==> config.mk <==
export PLATFORM = sky130hd
export DESIGN_NAME = day_5_range_loader
export DESIGN_NICKNAME = d
export VERILOG_FILES = /design/src/rtl/day5_pkg.sv /design/src/rtl/day_5_range_loader_dec_accum.sv /design/src/rtl/day_5_range_loader.sv
export SDC_FILE = /design/constraint.sdc
export NUM_CORES = 1
export LEC_CHECK = 0
export CAP_MARGIN = 20
export CORE_AREA = 2 2 145 147
export CTS_BUF_LIST = sky130_fd_sc_hd__clkbuf_16
export DETAILED_ROUTE_END_ITERATION = 8
export DIE_AREA = 0 0 147 149
export PLACE_DENSITY = 0.84
export SLEW_MARGIN = 20
export SYNTH_ARGS = -nofsm -noshare
export SYNTH_HDL_FRONTEND = slang
export SYNTH_SLANG_ARGS = --single-unit
==> constraint.sdc <==
create_clock -name clk -period 11.34 [get_ports clk]
set_clock_uncertainty 0.1 [all_clocks]
set_input_delay 2.835 -clock clk [delete_from_list [all_inputs] [get_ports clk]]
set_output_delay 2.835 -clock clk [all_outputs]
set_load 0.05 [all_outputs]
==> src/rtl/day5_pkg.sv <==
// Shared constants and FSM encoding for the day-5 range loader and solver.
package day5_pkg;

   localparam int unsigned WIDTH = 50;

   localparam logic [7:0] CH_0    = 8'h30;
   localparam logic [7:0] CH_9    = 8'h39;
   localparam logic [7:0] CH_DASH = 8'h2D;
   localparam logic [7:0] CH_LF   = 8'h0A;
   localparam logic [7:0] CH_CR   = 8'h0D;

   typedef enum logic [2:0] {
      IDLE,
      P_LO,
      P_HI,
      EMIT,
      DONE,
      ERR
   } state_t;

endpackage

==> src/rtl/day_5_range_loader_dec_accum.sv <==
// Decimal accumulator: value = value*10 + digit with a sticky overflow flag.
module dec_accum #(
   parameter int unsigned WIDTH = day5_pkg::WIDTH
) (
   input  logic             clk,
   input  logic             rst,
   input  logic             clear,
   input  logic             load_digit,
   input  logic [3:0]       digit,
   output logic [WIDTH-1:0] value,
   output logic             ovf
);

   localparam int unsigned EXT_W = WIDTH + 4;

   logic [EXT_W-1:0] ext_c;
   logic [EXT_W-1:0] next_c;

   // x*10 as (x<<3)+(x<<1); the top 4 bits catch any result >= 2^WIDTH
   always_comb begin
      ext_c  = EXT_W'(value);
      next_c = (ext_c << 3) + (ext_c << 1) + EXT_W'(digit);
   end

   always_ff @(posedge clk or posedge rst) begin
      if (rst) begin
         value <= '0;
         ovf   <= 1'b0;
      end else if (clear) begin
         value <= '0;
         ovf   <= 1'b0;
      end else if (load_digit) begin
         value <= next_c[WIDTH-1:0];
         if (next_c[EXT_W-1:WIDTH] != 4'd0) ovf <= 1'b1;
      end
   end

endmodule

==> src/rtl/day_5_range_loader.sv <==
// Streaming ASCII parser for the "a-b\n" ranges section; emits one record per line.
module day_5_range_loader #(
   parameter int unsigned WIDTH      = day5_pkg::WIDTH,
   parameter int unsigned MAX_RANGES = 182,
   parameter int unsigned CNT_W      = 8
) (
   input  logic             clk,
   input  logic             rst,
   input  logic             start,
   input  logic             in_valid,
   input  logic [7:0]       in_data,
   output logic             in_ready,
   output logic             rng_valid,
   output logic [WIDTH-1:0] rng_start,
   output logic [WIDTH-1:0] rng_end,
   output logic [CNT_W-1:0] rng_index,
   input  logic             rng_ready,
   output logic             done,
   output logic             error,
   output logic [CNT_W-1:0] count
);

   import day5_pkg::*;

   state_t state;
   logic   digit_seen;
   logic   lo_ovf;
   logic   hi_ovf;

   logic is_digit_c, is_dash_c, is_lf_c, is_cr_c;
   logic accept_c, restart_c, handshake_c, clear_c;
   logic load_lo_c, load_hi_c, full_c, bad_lo_c, bad_hi_c;

   // Accumulators hold their value through EMIT, so they drive the record bounds directly
   dec_accum #(.WIDTH(WIDTH)) u_lo (
      .clk        (clk),
      .rst        (rst),
      .clear      (clear_c),
      .load_digit (load_lo_c),
      .digit      (in_data[3:0]),
      .value      (rng_start),
      .ovf        (lo_ovf)
   );

   dec_accum #(.WIDTH(WIDTH)) u_hi (
      .clk        (clk),
      .rst        (rst),
      .clear      (clear_c),
      .load_digit (load_hi_c),
      .digit      (in_data[3:0]),
      .value      (rng_end),
      .ovf        (hi_ovf)
   );

   assign rng_index = count;

   // Byte classification and the legal-byte tests for each parse state
   always_comb begin
      is_digit_c  = (in_data >= CH_0) && (in_data <= CH_9);
      is_dash_c   = (in_data == CH_DASH);
      is_lf_c     = (in_data == CH_LF);
      is_cr_c     = (in_data == CH_CR);
      accept_c    = in_valid && in_ready;
      restart_c   = start && ((state == IDLE) || (state == DONE) || (state == ERR));
      handshake_c = (state == EMIT) && rng_ready;
      clear_c     = restart_c || handshake_c;
      load_lo_c   = accept_c && (state == P_LO) && is_digit_c;
      load_hi_c   = accept_c && (state == P_HI) && is_digit_c;
      full_c      = (count == CNT_W'(MAX_RANGES));
      bad_lo_c    = lo_ovf || (accept_c && !is_digit_c && !is_cr_c
                               && !(is_dash_c && digit_seen) && !(is_lf_c && !digit_seen));
      bad_hi_c    = hi_ovf || (accept_c && !is_digit_c && !is_cr_c
                               && !(is_lf_c && digit_seen && !full_c));
   end

   always_ff @(posedge clk or posedge rst) begin
      if (rst) begin
         state      <= IDLE;
         in_ready   <= 1'b0;
         rng_valid  <= 1'b0;
         done       <= 1'b0;
         error      <= 1'b0;
         count      <= '0;
         digit_seen <= 1'b0;
      end else begin
         case (state)
            IDLE, DONE, ERR: begin
               if (restart_c) begin
                  state      <= P_LO;
                  in_ready   <= 1'b1;
                  done       <= 1'b0;
                  error      <= 1'b0;
                  count      <= '0;
                  digit_seen <= 1'b0;
               end
            end
            P_LO: begin
               if (bad_lo_c) begin
                  state    <= ERR;
                  in_ready <= 1'b0;
                  error    <= 1'b1;
               end else if (accept_c) begin
                  if (is_digit_c) begin
                     digit_seen <= 1'b1;
                  end else if (is_dash_c) begin
                     state      <= P_HI;
                     digit_seen <= 1'b0;
                  end else if (is_lf_c) begin
                     state    <= DONE;
                     in_ready <= 1'b0;
                     done     <= 1'b1;
                  end
               end
            end
            P_HI: begin
               if (bad_hi_c) begin
                  state    <= ERR;
                  in_ready <= 1'b0;
                  error    <= 1'b1;
               end else if (accept_c) begin
                  if (is_digit_c) begin
                     digit_seen <= 1'b1;
                  end else if (is_lf_c) begin
                     state     <= EMIT;
                     in_ready  <= 1'b0;
                     rng_valid <= 1'b1;
                  end
               end
            end
            EMIT: begin
               if (rng_ready) begin
                  state      <= P_LO;
                  rng_valid  <= 1'b0;
                  in_ready   <= 1'b1;
                  count      <= count + 1'b1;
                  digit_seen <= 1'b0;
               end
            end
            default: begin
               state     <= IDLE;
               in_ready  <= 1'b0;
               rng_valid <= 1'b0;
            end
         endcase
      end
   end

endmodule

==> impl_metrics.env, run 1 <==
export IMPL_route_detailed_drc=0
export IMPL_post_cts_resized=0
export IMPL_grt_pass1_wl_um=51500
export IMPL_fin_total_pwr_mw=0.993
export IMPL_postPlaceCellArea_um2=13400
export IMPL_clock_fmax_mhz=155
export IMPL_yosysTopAreaCell="dfrtp_1"
export IMPL_avgSynthCellArea_um2=8.34
export IMPL_stdcell_area_um2=14000
export IMPL_die_w_um=147
export IMPL_grt_usage_pct=28.3
export IMPL_end_kind="flip-flop"
export IMPL_nNetsFinal=1741
export IMPL_hpwl_um=23500
export IMPL_hold_depth=1
export IMPL_rsz0062_at_grt="no"
export IMPL_drtAntennaViolNets=0
export IMPL_die_area_um2=21900
export IMPL_synth_top_area_share_pct=24.5
export IMPL_place_congestion=0.958
export IMPL_cts_root_buf="clkbuf_16"
export IMPL_grt_max_degree=98
export IMPL_fin_crit_sh_pct=57.0
export IMPL_io_pins=133
export IMPL_synthesis_nets=1664
export IMPL_synth_edff_count=0
export IMPL_cts_tree="built"
export IMPL_cts_max_level=4
export IMPL_post_cts_buffers=0
export IMPL_final_setup_viol_count=0
export IMPL_final_seq_area_um2=2950
export IMPL_numClockSinks=118
export IMPL_multi_input_area_um2=8620
export IMPL_dr_first_iter_drc_count=814
export IMPL_cap_violations=0
export IMPL_r2r_cells=13
export IMPL_criticalPathCategory="in2reg"
export IMPL_rows=53
export IMPL_cp_start_kind="primary input"
export IMPL_first_global_vias=10800
export IMPL_clk_latency_ps=430
export IMPL_p_per_area_nw_per_um2=70.8
export IMPL_tightest_slew_ps=999
export IMPL_status="completed"
export IMPL_ys_seq_area_share_pct=24.5
export IMPL_drive_above_1_share_pct=4.68
export IMPL_min_path_type="reg2reg"
export IMPL_die_h_um=149
export IMPL_clock_path_buffers=2
export IMPL_wire_per_inst_um=17.2
export IMPL_synth_ff_type="dfrtp_1"
export IMPL_crit_required_ps=11510
export IMPL_num_fill_cells=1673
export IMPL_hold_viol=0
export IMPL_firstDrtPassIters=5
export IMPL_maxSlewViolCount=0
export IMPL_ctsHoldBuffers=0
export IMPL_core_area_um2=20600
export IMPL_yosysWarningCount=0
export IMPL_synth_cells=1447
export IMPL_ys_top_cells_by_area="dfrtp_1, ha_1, o21ai_0, nand3_1, a21oi_1"
export IMPL_leakage_nw=6.80
export IMPL_cts_buffers_inserted=17
export IMPL_min_period_ps=6470
export IMPL_holdWs_ps=443
export IMPL_synth_distinct_cells=84
export IMPL_async_flop_share_pct=100
export IMPL_crit_arrival_ps=6640
export IMPL_num_vias=11300
export IMPL_ir_drop_v=0.0000917
export IMPL_n_antenna_cell=0
export IMPL_clk_pin_slew_ps=60
export IMPL_syn_cell_area_um2=12100
export IMPL_syn_to_final_growth_pct=16.2
export IMPL_slew_headroom_pct=32.9
export IMPL_globalRoute_totalOverflow=0
export IMPL_portBuffers=132
export IMPL_initial_core_util_pct=58.7
export IMPL_grt_antenna_before_repair=0
export IMPL_avgViaCountPerCell=6.24
export IMPL_crit_fanout=3
export IMPL_routed_wl_um=31200
export IMPL_synth_seq_cells=118
export IMPL_setup_tns_ps=0
-- area by class of cell --
class	instances	area share (%)
multi-input cells	1208	61.5
flip-flops and latches	118	21.1
repair buffers	136	9.64
clock buffers	17	3.03
well taps	275	2.45
clock inverters	15	1.17
inverters	43	1.17
-- power by group --
| group | internal [mW] | total (mW) | switching (mW) |
|---|---|---|---|
| sequential | 0.422 | 0.422 | 0.000295 |
| clock | 0.342 | 0.551 | 0.209 |
| combinational | 0.00629 | 0.0202 | 0.0139 |
-- critical path, cell delays in order --
cell and delay [ps]:
clkdlybuf4s50_1 550, inv_1 130, fa_1 550, fa_1 480, nor2b_1 210, o2111ai_2 160, a21oi_1 250, o21ai_0 170
and3_1 210, o41ai_2 520, a221o_1 220, a21oi_1 70, xor2_1 180, o21ai_1 90
-- kinds of logic (layout without fill, tap and decap cells) --
| kind of cell | Yosys count | count (layout) | share of synthesized area, % |
|---|---|---|---|
| AO/OA/AOI/OAI | 472 | 472 | 25.4 |
| AND/OR/NAND/NOR | 436 | 436 | 17.5 |
| adder cells (fa/ha/maj) | 204 | 204 | 21.4 |
| buffers and inverters | 121 | 211 | 4.26 |
| flip-flops | 118 | 118 | 24.5 |
| XOR/XNOR | 90 | 90 | 6.53 |
| multiplexers | 6 | 6 | 0.518 |
-- worst paths after layout --
kind	startpoint	to	slack, ps
setup / recovery	in_data[3]	u_lo.value[42]	4870
hold / removal	rng_valid	rng_valid	440
setup reg to reg	u_lo.value[0]	u_lo.value[42]	7490
hold reg to reg	rng_valid	rng_valid	440
max in group asynchronous	rst	u_hi.value[5]	7110
min in group asynchronous	rst	u_lo.value[45]	2820
-- metal layers --
layer / GRT usage (%) / part of all wire, % / vias up / wire length, µm
li1: - / - / 5501 / -
met1: 37.3 / 44 / 5351 / 13700
met2: 48.1 / 47 / 394 / 14700
met3: 4.62 / 6.4 / 66 / 1990
met4: 8.89 / 2.4 / 0 / 733
met5: 0 / 0 / - / 0
-- sequential cells by signal, summed over array words and instances, names as in the netlist --
| register | flops |
|---|---|
| done | 1 |
| in_ready | 1 |
| error | 1 |
| state | 3 |
| u_lo.value | 50 |
| count | 8 |
| u_hi.ovf | 1 |
| rng_valid | 1 |
| u_hi.value | 50 |
| digit_seen | 1 |
| u_lo.ovf | 1 |
-- Yosys cell counts (all sizes together) (9+ instances only) --
library cell,instances
nand3,132
a31oi,17
dfrtp,118
a211oi,15
a21o,57
nand2,116
ha,200
nor3,20
a21oi,107
buf,24
nand4,22
o21ai,172
nor2,74
nand2b,18
o21bai,19
o21a,9
clkbuf,54
inv,43
and3,13
xor2,38
nor2b,12
xnor2,52
and2,9
-- cell usage in the layout (no fill, tap or decap), drive strengths merged, types with 22 or more instances in the layout --
cell type | Yosys | layout
a21o | 57 | 57
a21oi | 107 | 107
clkdlybuf4s50 | 0 | 132
dfrtp | 118 | 118
ha | 200 | 200
inv | 43 | 44
nand2 | 116 | 116
nand3 | 132 | 132
nand4 | 22 | 22
nor2 | 74 | 74
o21ai | 172 | 172
xnor2 | 52 | 52
xor2 | 38 | 38
-- per-stage QoR --
step / setup slack, ps / std cells / utilization [%]
finish: 4870 / 1812 / 68.2
global route: 4600 / 1812 / 68.2
CTS: 4890 / 1812 / 68.2
detailed placement: 4460 / 1780 / 65.4
global placement: 4560 / 1780 / 65.4
floorplan: 5280 / 1447 / -
Note: power is estimated with default switching activity, not from simulation.
==> inputs of run 2 (changes only) <==
--- a/config.mk
+++ b/config.mk
@@ -6,11 +6,11 @@
 export NUM_CORES = 1
 export LEC_CHECK = 0
 export CAP_MARGIN = 20
-export CORE_AREA = 2 2 145 147
+export CORE_AREA = 2 2 147 149
 export CTS_BUF_LIST = sky130_fd_sc_hd__clkbuf_16
 export DETAILED_ROUTE_END_ITERATION = 8
-export DIE_AREA = 0 0 147 149
-export PLACE_DENSITY = 0.84
+export DIE_AREA = 0 0 149 151
+export PLACE_DENSITY = 0.82
 export SLEW_MARGIN = 20
 export SYNTH_ARGS = -nofsm -noshare
 export SYNTH_HDL_FRONTEND = slang
==> constraint.sdc (replaced) <==
create_clock -name clk -period 6.6 [get_ports clk]
set_clock_uncertainty 0.1 [all_clocks]
set_input_delay 1.65 -clock clk [delete_from_list [all_inputs] [get_ports clk]]
set_output_delay 1.65 -clock clk [all_outputs]
set_load 0.05 [all_outputs]
==> run 2 against run 1 <==
Net effect:
- cell area is 0.62% higher
- clock power increased by 94%
- first-iteration DRC count fell by 4.4%
- count of clock-buffer cells in the layout stayed put
- die area rose by 2.7%
- via count decreased by 0.34%
- sequential power grew 72%
- register-to-register slack lost 4900 ps
==> impl_metrics.env, run 2 (synthesized netlist as in run 1, its figures left out) <==
export IMPL_status="completed"
export IMPL_fin_total_pwr_mw=1.83
export IMPL_clock_fmax_mhz=184
export IMPL_wire_per_inst_um=17.4
export IMPL_post_cts_resized=0
export IMPL_layout_commonest_cell="ha_1"
export IMPL_maxSlewViolCount=0
export IMPL_clk_pin_slew_ps=60
export IMPL_setup_tns_ps=0
export IMPL_drive_above_1_share_pct=4.68
export IMPL_numClockSinks=118
export IMPL_multi_input_area_um2=8630
export IMPL_drtAntennaViolNets=0
export IMPL_criticalPathCategory="in2reg"
export IMPL_min_period_ps=5430
export IMPL_path_delay_family="compound AO/OA/AOI/OAI gates"
export IMPL_final_seq_area_um2=2950
export IMPL_max_stage_delay_ps=790
export IMPL_rsz0062_at_grt="no"
export IMPL_hold_viol=0
export IMPL_routed_wl_um=31600
export IMPL_core_area_um2=20800
export IMPL_reg_top3="u_hi.value (50), u_lo.value (50), count (8)"
export IMPL_syn_to_final_growth_pct=16.9
export IMPL_grt_usage_pct=28.4
export IMPL_route_detailed_drc=0
export IMPL_cap_violations=0
export IMPL_hpwl_um=23900
export IMPL_slew_headroom_pct=36.4
export IMPL_tightest_slew_ps=952
export IMPL_n_antenna_cell=0
export IMPL_layout_cells_most_common_list="ha_1, o21ai_0, clkdlybuf4s50_1, nand3_1, dfrtp_1"
export IMPL_cts_tree="built"
export IMPL_grt_antenna_before_repair=0
export IMPL_globalRoute_totalOverflow=0
export IMPL_critical_path_slowest_cell="o41ai_1"
export IMPL_crit_fanout=5
export IMPL_io_pins=133
export IMPL_initial_core_util_pct=58.0
export IMPL_clock_path_buffers=2
export IMPL_clk_latency_ps=430
export IMPL_ir_drop_v=0.000171
export IMPL_die_h_um=151
export IMPL_cts_root_buf="clkbuf_16"
export IMPL_grt_pass1_wl_um=52500
export IMPL_ctsHoldBuffers=0
export IMPL_grt_max_degree=98
export IMPL_num_fill_cells=1702
export IMPL_leakage_nw=6.84
export IMPL_place_congestion=0.916
export IMPL_portBuffers=132
export IMPL_fin_crit_sh_pct=82.3
export IMPL_cts_buffers_inserted=17
export IMPL_rows=53
export IMPL_end_kind="flip-flop"
export IMPL_post_cts_buffers=0
export IMPL_die_w_um=149
export IMPL_first_global_vias=10800
export IMPL_avgViaCountPerCell=6.22
export IMPL_min_path_type="reg2reg"
export IMPL_firstDrtPassIters=5
export IMPL_crit_chain="clkdlybuf4s50_1 > inv_1 > fa_1 > inv_1 > ha_1 > a211oi_1 > o21ai_1 > o2111ai_1 > nand2_1 > a41oi_1 > o41ai_1 > a221oi_1 > o21ba_1 > xnor2_1 > o21ai_1"
export IMPL_p_per_area_nw_per_um2=130
export IMPL_die_area_um2=22500
export IMPL_cts_max_level=4
export IMPL_dr_first_iter_drc_count=778
export IMPL_final_setup_viol_count=0
export IMPL_nNetsFinal=1742
export IMPL_crit_arrival_ps=5610
export IMPL_cp_num_buf_inv=3
export IMPL_crit_required_ps=6780
export IMPL_cp_start_kind="primary input"
export IMPL_num_vias=11300
==> run 2: cell count changes in the layout (fill, tap and decap cells not counted), moves of 2 or more <==
cell	change
clkinv_2	-4
bufinv_16	+3
clkinv_1	+2
clkinvlp_4	-2
==> run 2: final timing paths <==
check	start	endpoint	slack, ps	depth (start not counted)
max	in_data[3]	u_lo.value[37]	1170	15
min	done	done	430	2
max reg2reg	u_lo.value[0]	u_lo.value[37]	2620	14
min reg2reg	done	done	430	2
max in group asynchronous	rst	u_hi.value[11]	3740	3
min in group asynchronous	rst	u_lo.value[44]	1650	2
==> run 2: final cells by class <==
type / count / share of cell area (%)
Multi-Input combinational cell: 1208 / 61.1
Sequential cell: 118 / 20.9
Timing Repair Buffer: 137 / 9.63
Clock buffer: 17 / 3.01
Tap cell: 275 / 2.44
Clock inverter: 15 / 1.67
Inverter: 43 / 1.18
==> run 2: metal layers <==
metal | vias to the layer above | part of all wire (%) | GRT usage [%]
met4 | 0 | 2.2 | 8.48
met5 | - | 0 | 0
met1 | 5334 | 45 | 37.9
li1 | 5504 | - | -
met3 | 64 | 6.3 | 5.39
met2 | 371 | 47 | 47.1
==> run 2: tightest hold or removal path, stage by stage (launching register included) <==
cell     delay, ps
dfrtp_1        370
a31oi_1         50
nor2_1          70
==> run 2: power by group <==
part | switching [mW] | internal, mW | leakage (nW)
Clock | 0.364 | 0.704 | 0.323
Combinational | 0.0252 | 0.0109 | 4.88
Sequential | 0.000463 | 0.724 | 1.64
==> run 2: per-stage QoR <==
stage | cell area (µm²) | cells | utilization [%] | hold slack [ps] | setup slack, ps
2_1_floorplan | 12100 | 1447 | - | 381 | 1720
3_3_place_gp | 13400 | 1781 | 64.6 | 406 | 986
3_5_place_dp | 13400 | 1781 | 64.6 | 413 | 894
4_1_cts | 14100 | 1813 | 67.7 | 426 | 1250
5_1_grt | 14100 | 1813 | 67.8 | 455 | 938
6_report | 14100 | 1813 | 67.8 | 426 | 1170
==> inputs of run 3 (changes only) <==
==> constraint.sdc (replaced) <==
create_clock -name clk -period 5.45 [get_ports clk]
set_clock_uncertainty 0.1 [all_clocks]
set_input_delay 1.3625 -clock clk [delete_from_list [all_inputs] [get_ports clk]]
set_output_delay 1.3625 -clock clk [all_outputs]
set_load 0.05 [all_outputs]
==> run 3 against run 2 <==
Net effect:
- hold slack worse by 4.9 ps
- largest power group unchanged
- count of clock-buffer cells in the layout unchanged
- highest routed layer unchanged
- die area unchanged
==> impl_metrics.env, run 3 (synthesized netlist as in run 1, its figures left out) <==
export IMPL_ctsHoldBuffers=0
export IMPL_io_pins=133
export IMPL_globalRoute_totalOverflow=0
export IMPL_stdcell_area_um2=14100
export IMPL_end_kind="flip-flop"
export IMPL_min_period_ps=5060
export IMPL_crit_fanout=3
export IMPL_drtAntennaViolNets=0
export IMPL_clk_pin_slew_ps=60
export IMPL_place_congestion=0.949
export IMPL_pre_cts_ws_ps=106
export IMPL_nNetsFinal=1752
export IMPL_clock_power_share_pct=54.5
export IMPL_post_cts_buffers=0
export IMPL_p_int_mw=1.56
export IMPL_p_per_area_nw_per_um2=144
export IMPL_first_global_vias=10800
export IMPL_min_path_type="reg2reg"
export IMPL_dr_first_iter_drc_count=686
export IMPL_layout_commonest_cell="ha_1"
export IMPL_die_w_um=149
export IMPL_wire_per_inst_um=17.4
export IMPL_crit_arrival_ps=5250
export IMPL_tightest_slew_ps=858
export IMPL_post_cts_resized=0
export IMPL_swShare_pct=23.1
export IMPL_firstDrtPassIters=6
export IMPL_initial_core_util_pct=58.0
export IMPL_status="completed"
export IMPL_fin_crit_sh_pct=92.8
export IMPL_drive_above_1_share_pct=5.30
export IMPL_cap_violations=0
export IMPL_reg_top3="u_hi.value (50), u_lo.value (50), count (8)"
export IMPL_cts_root_buf="clkbuf_16"
export IMPL_clock_fmax_mhz=198
export IMPL_grt_max_degree=98
export IMPL_layout_cells_most_common_list="ha_1, o21ai_0, clkdlybuf4s50_1, nand3_1, dfrtp_1"
export IMPL_cts_buffers_inserted=17
export IMPL_rsz0062_at_grt="no"
export IMPL_final_seq_area_um2=2950
export IMPL_routed_wl_um=31800
export IMPL_num_fill_cells=1749
export IMPL_portBuffers=132
export IMPL_syn_to_final_growth_pct=16.9
export IMPL_clk_latency_ps=430
export IMPL_seqPwrFrac_pct=43.3
export IMPL_final_setup_viol_count=0
export IMPL_grt_antenna_before_repair=1
export IMPL_setup_tns_ps=0
export IMPL_die_area_um2=22500
export IMPL_numClockSinks=118
export IMPL_cp_start_kind="primary input"
export IMPL_slew_headroom_pct=42.8
export IMPL_cts_max_level=4
export IMPL_postPlaceCellArea_um2=13500
export IMPL_ir_drop_v=0.000201
export IMPL_core_area_um2=20800
export IMPL_leakage_nw=6.86
export IMPL_cts_tree="built"
export IMPL_rows=53
export IMPL_worst_slack_ps=393
export IMPL_avgViaCountPerCell=6.22
export IMPL_num_vias=11300
export IMPL_maxSlewViolCount=0
export IMPL_hpwl_um=24300
export IMPL_grt_usage_pct=28.6
export IMPL_multi_input_area_um2=8620
export IMPL_crit_required_ps=5650
export IMPL_comb_power_share_pct=2.2
export IMPL_clock_path_buffers=2
export IMPL_holdWs_ps=421
export IMPL_power_switching_mw=0.469
export IMPL_criticalPathCategory="in2reg"
export IMPL_hold_viol=0
export IMPL_die_h_um=151
export IMPL_grt_pass1_wl_um=52600
export IMPL_route_detailed_drc=0
==> run 3: changes by cell type in the layout (fill, tap and decap cells not counted), sizes merged <==
cell / before / now
inv: 44 / 45
bufinv: 6 / 2
buf: 5 / 15
clkinv: 7 / 9
clkinvlp: 1 / 2
diode: 0 / 1
==> run 3: through the flow <==
| stage | power, mW | util [%] | cells |
|---|---|---|---|
| 6_report | 2.03 | 67.8 | 1824 |
| 5_1_grt | 2.09 | 67.7 | 1823 |
| 3_5_place_dp | 0.939 | 65.0 | 1791 |
| 4_1_cts | 2.04 | 67.7 | 1823 |
| 3_3_place_gp | 0.938 | 65.0 | 1791 |
| 2_1_floorplan | 0.916 | - | 1447 |
==> run 3: worst max-delay path, cell delays in order <==
cell and delay [ps]:
clkdlybuf4s50_1 540, inv_1 150, fa_1 620, inv_1 60, ha_1 300, a211oi_1 100, o21ai_1 140, o2111ai_1 150
nand2_1 120, a41oi_1 190, o41ai_1 830, a221oi_1 230, o21ba_1 240, xnor2_1 130, o21ai_1 70
==> run 3: area by class of cell <==
class / count / share of cell area, %
repair buffers: 147 / 10.3
clock buffers: 17 / 3.02
well taps: 275 / 2.44
multi-input cells: 1208 / 61.1
diodes: 1 / 0.0177
flip-flops and latches: 118 / 20.9
inverters: 43 / 1.16
clock inverters: 15 / 0.984
==> run 3: worst paths after layout <==
kind,slack [ps],depth (start not counted),endpoint,startpoint
worst max-delay path,390,15,u_lo.value[37],in_data[3]
worst max register to register,1590,14,u_lo.value[37],u_lo.value[0]
worst min-delay path,420,1,rng_valid,rng_valid
max in group asynchronous,3010,3,u_lo.value[14],rst
min in group asynchronous,1340,2,u_hi.value[42],rst
worst min register to register,420,1,rng_valid,rng_valid
==> run 3: per-layer routing <==
layer,track usage (%),share of wire [%],vias up
li1,-,-,5538
met3,5.63,6.3,62
met2,46.8,47,363
met4,9.43,2.1,0
met1,38.1,45,5381
met5,0,0,-
==> run 3: power by group through the flow <==
stage          clock network, mW  logic [mW]  registers [mW]
3_5_place_dp                   0      0.0459           0.893
2_1_floorplan                  0      0.0208           0.895
5_1_grt                     1.16      0.0507           0.877
4_1_cts                     1.11      0.0459           0.878
3_3_place_gp                   0      0.0444           0.893
6_report                    1.10      0.0441           0.878
